==> src/rtl/conv3x3_pe_ctrl.sv <==
// 3x3 conv PE sequencer: loads one filter word, then streams out_w*out_h row-major windows; results queue in a credit-guarded FIFO.
// Window to out_valid is PE_LAT+2 cycles; win_req is withheld while FIFO entries plus in-flight tags reach FIFO_DEPTH. Define CONV_CTRL_RELU_EN to clamp negative psum lanes.
module conv3x3_pe_ctrl #(
  parameter int N          = 1,
  parameter int PE_LAT     = 2,
  parameter int FIFO_DEPTH = 4,
  parameter int ADDR_W     = 16
) (
  input  logic              clk,
  input  logic              rst,
  input  logic              start,
  input  logic [7:0]        cfg_out_w,
  input  logic [7:0]        cfg_out_h,
  output logic              busy,
  output logic              done,
  output logic              w_req,
  input  logic              w_valid,
  input  logic [72*N-1:0]   w_data,
  output logic              win_req,
  output logic [ADDR_W-1:0] win_addr,
  input  logic              win_valid,
  input  logic [72*N-1:0]   win_data,
  output logic              pe_wb_write_en,
  output logic [72*N-1:0]   pe_filter,
  output logic [72*N-1:0]   pe_ifmap,
  input  logic [16*N-1:0]   pe_psum,
  output logic              out_valid,
  input  logic              out_ready,
  output logic [16*N-1:0]   out_data,
  output logic [ADDR_W-1:0] out_idx
);
  localparam int PTR_W = $clog2(FIFO_DEPTH);
  localparam int CNT_W = PTR_W + 1;

  typedef enum logic [2:0] {S_IDLE, S_WFETCH, S_WLOAD, S_STREAM, S_DRAIN, S_DONE} state_t;

  state_t            r_state, w_next;
  logic [15:0]       r_total;
  logic [ADDR_W-1:0] r_addr;
  logic              r_cool;
  logic [72*N-1:0]   r_filter, r_ifmap;
  logic [PE_LAT:0]   r_pipe_vld;
  logic [ADDR_W-1:0] r_pipe_idx [PE_LAT+1];
  logic [16*N-1:0]   r_fifo_dat [FIFO_DEPTH];
  logic [ADDR_W-1:0] r_fifo_idx [FIFO_DEPTH];
  logic [PTR_W-1:0]  r_wr_ptr, r_rd_ptr;
  logic [CNT_W-1:0]  r_count;
  logic              w_accept, w_last, w_credit, w_push, w_pop;
  logic [31:0]       w_inflight;
  logic [16*N-1:0]   w_psum;

  always_comb begin
    w_inflight = 32'd0;
    for (int i = 0; i <= PE_LAT; i++) w_inflight = w_inflight + 32'(r_pipe_vld[i]);
  end

  // Entries already queued plus tags still in the PE pipe must leave room for one more result.
  assign w_credit  = (32'(r_count) + w_inflight) < 32'(FIFO_DEPTH);
  assign win_req   = (r_state == S_STREAM) && !r_cool && w_credit;
  assign w_accept  = win_req && win_valid;
  assign w_last    = (32'(r_addr) + 32'd1) == 32'(r_total);
  assign w_push    = r_pipe_vld[PE_LAT];
  assign out_valid = (r_count != '0);
  assign w_pop     = out_valid && out_ready;

  assign win_addr  = r_addr;
  assign pe_filter = r_filter;
  assign pe_ifmap  = r_ifmap;
  assign out_data  = out_valid ? r_fifo_dat[r_rd_ptr] : '0;
  assign out_idx   = out_valid ? r_fifo_idx[r_rd_ptr] : '0;

  always_comb begin
    w_next         = r_state;
    busy           = 1'b1;
    done           = 1'b0;
    w_req          = 1'b0;
    pe_wb_write_en = 1'b0;
    unique case (r_state)
      S_IDLE: begin
        busy = 1'b0;
        if (start) w_next = (cfg_out_w == 8'd0 || cfg_out_h == 8'd0) ? S_DONE : S_WFETCH;
      end
      S_WFETCH: begin
        w_req = 1'b1;
        if (w_valid) w_next = S_WLOAD;
      end
      S_WLOAD: begin
        pe_wb_write_en = 1'b1;
        w_next         = S_STREAM;
      end
      S_STREAM: if (w_accept && w_last) w_next = S_DRAIN;
      S_DRAIN:  if (w_inflight == 32'd0 && r_count == '0) w_next = S_DONE;
      S_DONE: begin
        done   = 1'b1;
        w_next = S_IDLE;
      end
      default: w_next = S_IDLE;
    endcase
  end

  always_ff @(posedge clk or negedge rst) begin
    if (!rst) begin
      r_state  <= S_IDLE;
      r_total  <= '0;
      r_addr   <= '0;
      r_cool   <= 1'b0;
      r_filter <= '0;
      r_ifmap  <= '0;
    end else begin
      r_state <= w_next;
      r_cool  <= w_accept;
      if (r_state == S_IDLE && start) begin
        r_total <= 16'(cfg_out_w) * 16'(cfg_out_h);
        r_addr  <= '0;
      end
      if (r_state == S_WFETCH && w_valid) r_filter <= w_data;
      if (w_accept) begin
        r_ifmap <= win_data;
        r_addr  <= r_addr + ADDR_W'(1);
      end
    end
  end

  // Stage 0 lines up with pe_ifmap; the tag at stage PE_LAT meets the matching pe_psum.
  always_ff @(posedge clk or negedge rst) begin
    if (!rst) begin
      r_pipe_vld <= '0;
      for (int i = 0; i <= PE_LAT; i++) r_pipe_idx[i] <= '0;
    end else begin
      r_pipe_vld    <= {r_pipe_vld[PE_LAT-1:0], w_accept};
      r_pipe_idx[0] <= r_addr;
      for (int i = 1; i <= PE_LAT; i++) r_pipe_idx[i] <= r_pipe_idx[i-1];
    end
  end

`ifdef CONV_CTRL_RELU_EN
  always_comb begin
    w_psum = pe_psum;
    for (int i = 0; i < N; i++)
      if (pe_psum[16*i+15]) w_psum[16*i +: 16] = 16'd0;
  end
`else
  assign w_psum = pe_psum;
`endif

  always_ff @(posedge clk or negedge rst) begin
    if (!rst) begin
      r_wr_ptr <= '0;
      r_rd_ptr <= '0;
      r_count  <= '0;
    end else begin
      if (w_push) r_wr_ptr <= r_wr_ptr + PTR_W'(1);
      if (w_pop)  r_rd_ptr <= r_rd_ptr + PTR_W'(1);
      r_count <= r_count + CNT_W'(w_push) - CNT_W'(w_pop);
    end
  end

  always_ff @(posedge clk) begin
    if (w_push) begin
      r_fifo_dat[r_wr_ptr] <= w_psum;
      r_fifo_idx[r_wr_ptr] <= r_pipe_idx[PE_LAT];
    end
  end

endmodule

==> config.mk <==
export PLATFORM = sky130hd
export DESIGN_NAME = conv3x3_pe_ctrl
export DESIGN_NICKNAME = d
export VERILOG_FILES = /design/src/rtl/conv3x3_pe_ctrl.sv
export SDC_FILE = /design/constraint.sdc
export NUM_CORES = 1
export LEC_CHECK = 0
export ABC_AREA = 1
export CAP_MARGIN = 20
export CORE_MARGIN = 3
export CORE_UTILIZATION = 30
export DETAILED_ROUTE_END_ITERATION = 8
export PLACE_DENSITY = 0.58
export SLEW_MARGIN = 0
export SYNTH_ARGS = -nofsm -noshare
export SYNTH_HDL_FRONTEND = slang
export SYNTH_SLANG_ARGS = --single-unit
==> constraint.sdc <==
create_clock -name clk -period 6.4 [get_ports clk]
set_input_delay 1.28 -clock clk [delete_from_list [all_inputs] [get_ports clk]]
set_output_delay 1.28 -clock clk [all_outputs]
set_load 0.05 [all_outputs]
Word-level counts from Yosys, hierarchy flattened
Memory sizes are Yosys's and may differ from the RTL's.
Index checks and enable logic that the tools add are counted.
Cells by class
  muxes and demuxes: 16
  magnitude comparators: 1
  $mul: 1
  $add $sub $neg: 9
  reduce and logical (&&, ||, !) cells: 18
  equal/unequal tests: 10
Operators with widths (count)
  $mux W16: 4
  $logic_not A32 Y1: 1
  $add A16 B1 Y17 const B: 1
  $eq A17 B16 Y1: 1
  $add A16 B1 Y16 const B: 1
  $logic_not A8 Y1: 2
  $mul A8 B8 Y16: 1
  $mux W3: 5
  $pmux W3 S5: 1
  $logic_and A1 B1 Y1: 8
  $eq A3 B2 Y1 const B: 2
  $eq A3 B3 Y1 const B: 2
  $logic_not A3 Y1: 2
  $mux W1: 6
  $ne A2 B2 Y1 const B: 3
  $add A2 B1 Y2 const B: 2
  $add A3 B3 Y4: 1
  $lt A4 B3 Y1 const B: 1
  $reduce_and A4 Y1: 1
  $add A2 B1 Y3: 1
  $add A3 B1 Y3: 1
  $eq A3 B1 Y1 const B: 1
  $reduce_bool A3 Y1: 1
  $sub A3 B1 Y3: 1
  5 further kinds: 5
Word-level totals
  memories: 2
  memory bits (writable): 128
  register bits: 238
  output and inout bits: 198
  bits of input ports: 182
Memories
  r_fifo_dat: depth 4, bits a word 16, read ports 1, clocked after memory_dff 0, write ports 1, line 44  | logic [16*N-1:0] r_fifo_dat [FIFO_DEPTH];
  r_fifo_idx: depth 4, bits a word 16, read ports 1, clocked after memory_dff 0, write ports 1, line 45  | logic [ADDR_W-1:0] r_fifo_idx [FIFO_DEPTH];

Depth between registers and ports, before layout
Gate-level depths: netlist (run 1).
  depth after elaboration: 9
  mapped depth: 19
  gate-level depth less buffers: 18

Worst setup path after synthesis (run 1)
No wires, ideal clock.
  kind: in2reg
  from: input port cfg_out_w[0]
  to: register r_total[12]
  cell stages on the path: 17
  arrival time: 5136 ps
  buffers on the path: 1
  library setup time: 132 ps
  path slack: 1132 ps
  cell sequence: clkbuf_1 nand2_1 fa_1 fa_1 inv_1 fa_1 inv_1 fa_1 inv_1 ha_1 a21oi_1 o21ai_0 a21oi_1 o21ai_0 or2_2 nand3_1 o21ai_0
Between the ends
  word-level cells in the longest chain between the ends: 1
RTL lines
  start: declaration: line 12  | input logic [7:0] cfg_out_w,
  $mul A8 B8 Y16: line 113  | r_total <= 16'(cfg_out_w) * 16'(cfg_out_h);
  end signal: assignment: line 113
  end: declaration: line 38  | logic [15:0] r_total;
No other way between the ends.
A chain may end at the register's enable or synchronous reset.

Worst setup path in the final report (run 1)
  from: input port cfg_out_h[7]
  to: register r_total[12]
Between the ends
  word-level cells in the longest chain between the ends: 1
RTL lines
  start: declaration: line 13  | input logic [7:0] cfg_out_h,
  $mul A8 B8 Y16: line 113
No other way between the ends.

==> results of run 1 <==
## where the power goes
part / internal [mW] / switching (mW) / total, mW / leakage, nW
Sequential: 3.02 / 0.358 / 3.38 / 4.18
Clock: 1.52 / 1.00 / 2.52 / 0.710
Combinational: 1.97 / 3.96 / 5.93 / 5.01
Total: 6.51 / 5.32 / 11.8 / 9.90
## per-stage QoR
step | hold slack (ns) | cells | power (mW) | util
floorplan | 0.331 | 1554 | 7.30 | -
global placement | 0.334 | 2559 | 9.33 | 0.391
detailed placement | 0.336 | 2559 | 9.40 | 0.391
CTS | 0.313 | 2634 | 12.0 | 0.418
global route | 0.316 | 2634 | 12.5 | 0.418
finish | 0.311 | 2634 | 11.8 | 0.418
## per-layer routing
layer / GRT usage / up-vias / wire length (um) / part of all wire
li1: - / 5727 / - / -
met1: 0.194 / 5670 / 18600 / 0.42
met2: 0.254 / 308 / 21800 / 0.49
met3: 0.0392 / 68 / 3000 / 0.068
met4: 0.0409 / 6 / 925 / 0.021
met5: 0 / - / 41 / 0.00092
## cell families after synthesis
group | Yosys count | synth area share
DFF | 365 | 0.601
AOI/OAI and AO/OA | 156 | 0.0504
buffers and inverters | 233 | 0.0556
xor gates and xnor gates | 16 | 0.00954
muxes | 72 | 0.0498
adders and majority gates | 82 | 0.0806
and+or+nand+nor | 630 | 0.153
## synthesized netlist by cell type (2+ instances only)
cell type / instances
nand3_1: 36
nor2_1: 161
buf_1: 4
nor3_1: 2
mux2_2: 72
or2_2: 5
ha_1: 44
o22ai_1: 13
clkbuf_1: 47
buf_2: 18
fa_1: 38
xor2_1: 10
o21ai_1: 3
nand4_1: 7
o21bai_1: 2
o2111ai_1: 2
inv_2: 3
inv_1: 159
a21oi_1: 42
nor2_2: 5
nand2_1: 405
buf_4: 2
o21ai_0: 90
dfrtp_1: 237
xnor2_1: 5
nor4_1: 4
nand3b_1: 2
edfxtp_1: 128
## area by class of cell
type | instances | area share
Multi-Input combinational cell | 956 | 0.252
Inverter | 162 | 0.0274
Clock inverter | 24 | 0.0152
Sequential cell | 365 | 0.440
Clock buffer | 51 | 0.0511
Tap cell | 688 | 0.0388
Timing Repair Buffer | 388 | 0.175
## registers in the layout (all words and copies together) (netlist names)
signal and cells:
pe_filter 72, r_pipe_idx 48, r_count 3, r_total 16
r_rd_ptr 2, r_pipe_vld 3, r_fifo_idx 64, win_addr 16
pe_ifmap 72, r_state 3, r_fifo_dat 64, r_wr_ptr 2
## placed cells by master, fill, tap and decap left out, types with 5 or more instances in the layout
cell	instances
clkinv_2	6
dfrtp_1	236
edfxtp_1	128
a21oi_1	42
fa_1	38
or2_2	5
ha_1	44
xor2_1	10
o21ai_0	90
nor2_2	5
nor2_1	161
xnor2_1	5
nand2_1	404
clkbuf_8	5
inv_2	7
mux2_2	72
buf_4	8
bufinv_16	6
o22ai_1	13
clkbuf_16	42
inv_1	155
nand3_1	36
clkdlybuf4s50_1	378
nand4_1	7
## worst max-delay path by stage
| stage | startpoint | end | slack [ns] | depth (start not counted) |
|---|---|---|---|---|
| final | cfg_out_h[7] | r_total[12] | 1.03 | 17 |
| after global routing | cfg_out_h[7] | r_total[12] | 0.73 | 17 |
| after CTS | cfg_out_h[7] | r_total[12] | 1.07 | 17 |
| after detailed placement | cfg_out_h[7] | r_total[12] | 0.49 | 17 |
| after global placement | cfg_out_h[7] | r_total[12] | 0.53 | 17 |
| after floorplan | cfg_out_w[0] | r_total[12] | 1.13 | 17 |
## critical path: cells and delay by family
kind                     cells  cell delay, ns
AO/OA/AOI/OAI                5            0.73
adder cells (fa/ha/maj)      5            2.45
buffers and inverters        4            0.81
AND/OR/NAND/NOR              3            0.48
==> key figures, run 1 <==
Status
  • Status: completed

Worst setup path
  • CP max stage cell: clkdlybuf4s50_1
  • Critical Path Sink Type: register
  • Worst r2r src: r_pipe_vld[2]
  • Critical Path RT: 6.80 ns
  • WS Path Type: in2reg
  • CP max stage delay: 0.67 ns
  • RR Endpoint: win_addr[2]
  • Reg2reg path depth: 11
  • Startpoint types: input port
  • Reg2reg setup slack: 3.00 ns
  • Critical path, cell by cell: clkdlybuf4s50_1 -> nand2_1 -> fa_1 -> fa_1 -> inv_1 -> fa_1 -> inv_1 -> fa_1 -> inv_1 -> ha_1 -> a21oi_1 -> o21ai_0 -> a21oi_1 -> o21ai_0 -> or2_2 -> nand3_1 -> o21ai_0
  • Critical Path AT: 5.77 ns
  • Critical-path maximum fanout: 9
  • Most used cell, CP: fa_1

Die
  • I/O pin total: 380
  • Core area: 53100 um^2
  • Initial core utilization: 0.307
  • Die width: 239 um
  • Row cnt: 84
  • Die Y: 239 um
  • Die area: 57100 um^2

STA
  • Final worst slack: 1.03 ns
  • Fmax: 186 MHz
  • Min Clock Period, post-route: 5.37 ns
  • Fin. Hold Viols: 0
  • Fin Clk Skew: 0.0512 ns
  • Max-Slew Margin vs Limit: 0.301
  • RSZ-0062 raised after global routing: no
  • Slew Limit Fails: 0
  • Setup-failing EPs final: 0
  • Fin crit share: 0.839
  • Fin Setup TNS: 0 ns
  • Actual slew at the worst max-slew pin: 1.05 ns

Placed design
  • Gpl congestion: 0.861
  • Area post-placement: 20700 um^2
  • IO Port Bufs: 379
  • Worst slack at placement: 0.485 ns
  • Post-DP HPWL: 31.0 mm

Clock tree
  • Hold Buf Count CTS: 0
  • Post-CTS Setup Inserts: 0
  • Clock latency on the worst-skew pair: 0.58 ns
  • PostCTS Resize Cnt: 0
  • Total CTS buffers: 42
  • CTS tree: done
  • Longest Clk Path Bufs: 3
  • Clk sinks: 365
  • Root buffer cell: clkbuf_16
  • Clock transition at path regs: 0.06 ns
  • H-Tree Depth: 2

Yosys
  • FF+latch count, synth: 365
  • Syn Inst Count: 1554
  • Ys Warns: 0
  • Sequential share of the synthesized area: 0.601
  • Cell taking the most area after synthesis: dfrtp_1
  • Syn nets: 1818
  • Syn avg cell area: 10.5 um^2
  • Mapped Area: 16300 um^2
  • Async SR Flop Fraction: 0.649
  • Post-synth EDFFs: 128
  • Yosys top cell area share: 0.365
  • Library cells used by synthesis: 36
  • Top_reg_cell synth: dfrtp_1
  • Top cells by area, synth: dfrtp_1 (36%), edfxtp_1 (24%), nand2_1 (9.3%)

Drt
  • Initial detailed-routing violation count: 693
  • DR vias/cell: 4.47
  • WL per Instance: 16.9 um
  • Antenna-violating nets left: 0
  • Drt drc: 0
  • DRT Wirelength: 44.4 mm
  • Total number of vias: 11800
  • Initial DRT Pass Iterations: 5

Finish
  • Share of cells above drive strength 1: 0.0879
  • Nets: 2179
  • Flip-flop and latch area: 9780 um^2
  • Fill cell count: 5002
  • Design Area, Final: 22200 um^2
  • Multi-input gate area in the final layout: 5600 um^2
  • N_diodes: 0
  • Area Growth Syn to Fin: 36.4%

Hold path
  • HP Class: reg2reg
  • Worst hold path stage count: 0
  • Hold Crit Start: r_pipe_idx[43]
  • Worst Hold Endpoint: r_pipe_idx[27]

Flow run
  • Max-cap viol count: 0

Power and ir drop
  • Pleak: 9.90 nW
  • Pwr dens: 533 nW/um^2
  • Peak supply drop: 0.327 mV

Global routing
  • Grt ovf: 0
  • Antenna violations before repair: 3
  • GRT Overall Usage: 0.151
  • Vias in the first global route: 11800
  • First-pass GRT wire length: 67.4 mm
  • Largest net degree at the start of global routing: 131
Power figures use the tool's default switching activity.
==> run 2, diff against run 1 <==
- clock period: 6.4 -> 5.2 ns (I/O delays scaled with it)
==> run 2 against run 1 <==
  * Clock skew is 0.034 ns lower
  * Power is 23% higher
  * Flip-flop and latch count stayed put
  * Die area stayed put
  * Combinational power is 25% higher
  * Register-to-register slack worse by 0.65 ns
  * Sequential power is 23% higher
  * Wire length is 1.5% higher
  * First-iteration DRC count is 7.2% lower
  * Sequential share of layout area is 0.41 points lower
  * Via count is 1.6% higher
  * Critical endpoint unchanged
  * Largest cell class unchanged
==> key figures, run 2 (synthesized netlist as in run 1, its figures left out) <==
Clock tree
  • Clk sinks: 365
  • Clock latency on the worst-skew pair: 0.55 ns
  • Total CTS buffers: 42
  • Clock transition at path regs: 0.06 ns
  • Root buffer cell: clkbuf_16
  • Hold Buf Count CTS: 0
  • Longest Clk Path Bufs: 3
  • H-Tree Depth: 2
  • CTS tree: done

Placed design
  • Worst slack at placement: -0.295 ns
  • Gpl congestion: 0.855
  • Placed instance count: 2599
  • Post-DP HPWL: 31.4 mm
  • Area post-placement: 21000 um^2
  • IO Port Bufs: 379

Global routing
  • Grt ovf: 0
  • Met1 usage: 0.199
  • Met3 GRT Util: 0.0367
  • Largest net degree at the start of global routing: 104
  • Met2 Track Usage GR: 0.259
  • First-pass GRT wire length: 68.8 mm
  • Antenna violations before repair: 4
  • Busiest grt layer: met2
  • GRT Overall Usage: 0.154
  • Vias in the first global route: 12200

Finish
  • Share of cells above drive strength 1: 0.102
  • Fill cell count: 5044
  • Util after Layout: 0.422
  • Most frequent cells in the layout: nand2_1 (404), clkdlybuf4s50_1 (375), dfrtp_1 (236)
  • Nets: 2219
  • Fin cells: 2678
  • Area Growth Syn to Fin: 37.7%
  • Design Area, Final: 22400 um^2
  • Commonest non-fill, non-tap cell in the layout: nand2_1

Worst setup path
  • Critical Path Sink Type: register
  • Startpoint types: input port
  • RR Endpoint: r_count[2]
  • Reg2reg path depth: 10
  • Critical-path maximum fanout: 6
  • Worst r2r src: r_count[2]
  • WS Path Type: in2reg
  • Critical Path AT: 5.32 ns
  • Critical Path RT: 5.61 ns
  • Reg2reg setup slack: 2.35 ns

Drt
  • Initial DRT Pass Iterations: 6
  • Antenna-violating nets left: 0
  • Initial detailed-routing violation count: 643
  • Total number of vias: 12000
  • WL per Instance: 16.8 um
  • DRT Wirelength: 45.1 mm
  • Drt drc: 0
  • DR vias/cell: 4.47

Die
  • Row cnt: 84
  • I/O pin total: 380
  • Core area: 53100 um^2
  • Die area: 57100 um^2
  • Die width: 239 um
  • Die Y: 239 um
  • Initial core utilization: 0.307

Hold path
  • HP Class: reg2reg
  • Hold Crit Start: r_pipe_idx[38]
  • Worst Hold Endpoint: r_pipe_idx[22]
  • Worst hold path stage count: 0

Flow run
  • Max-cap viol count: 0

Power and ir drop
  • Pwr dens: 648 nW/um^2
  • Pwr Total: 14.5 mW
  • Peak supply drop: 0.396 mV
  • Pleak: 10.1 nW

STA
  • Setup-failing EPs final: 0
  • Max-Slew Margin vs Limit: 0.319
  • Min Clock Period, post-route: 4.91 ns
  • RSZ-0062 raised after global routing: no
  • Fin crit share: 0.945
  • Final worst slack: 0.288 ns
  • Fin Clk Skew: 0.0175 ns
  • Fmax: 204 MHz
  • Slew Limit Fails: 0
  • Fin. Hold Viols: 0
  • Actual slew at the worst max-slew pin: 1.02 ns

Status
  • Status: completed
==> run 2: how the worst max path moves through the flow <==
stage / startpoint / end / slack [ns]
6_report: cfg_out_h[7] / r_total[12] / 0.29
5_1_grt: cfg_out_h[7] / r_total[12] / 0.003
3_5_place_dp: cfg_out_h[7] / r_total[12] / -0.30
4_1_cts: cfg_out_h[7] / r_total[12] / 0.29
2_1_floorplan: cfg_out_w[0] / r_total[12] / 0.17
3_3_place_gp: cfg_out_h[7] / r_total[12] / -0.23
==> run 2: worst max-delay path, stage by stage <==
cell and delay [ns]:
clkdlybuf4s50_1 0.50, buf_4 0.20, nand2_1 0.05, inv_1 0.05
fa_1 0.50, fa_1 0.51, fa_1 0.54, inv_1 0.05
fa_1 0.53, inv_1 0.04, ha_1 0.33, a21oi_1 0.16
o21ai_0 0.12, a21oi_1 0.16, o21ai_0 0.11, or2_2 0.28
nand3_1 0.06, o21ai_0 0.08
==> run 2: report_power, final <==
group | total, mW | switching [mW] | internal, mW
clock network | 2.92 | 1.19 | 1.72
registers | 4.16 | 0.447 | 3.72
logic | 7.43 | 4.90 | 2.53
total | 14.5 | 6.54 | 7.97
==> run 2: through the flow <==
stage	setup TNS [ns]	hold WS (ns)
floorplan	0	0.331
detailed placement	-1.19	0.335
global placement	-0.758	0.336
global route	0	0.338
CTS	0	0.333
finish	0	0.334
==> run 2: timing repair <==
action,in CTS,in global routing
setup endpoints to repair,0,2
resized for setup,0,5
setup buffers,0,0
==> run 2: layout make-up <==
type                       count  area, um^2  area share
antenna                        3        7.51    0.000335
clock buffer                  55        1120      0.0500
clock inverter                21         236      0.0106
inverter                     162         608      0.0271
multi-input combinational    956        5610       0.250
sequential                   365        9780       0.436
tap                          688         861      0.0384
timing repair buffer         428        4190       0.187
==> run 2: metal layers <==
layer	routed length, um	up-vias
met3	2820	72
met5	25	-
met2	22200	308
li1	-	5806
met4	1130	4
met1	18900	5775
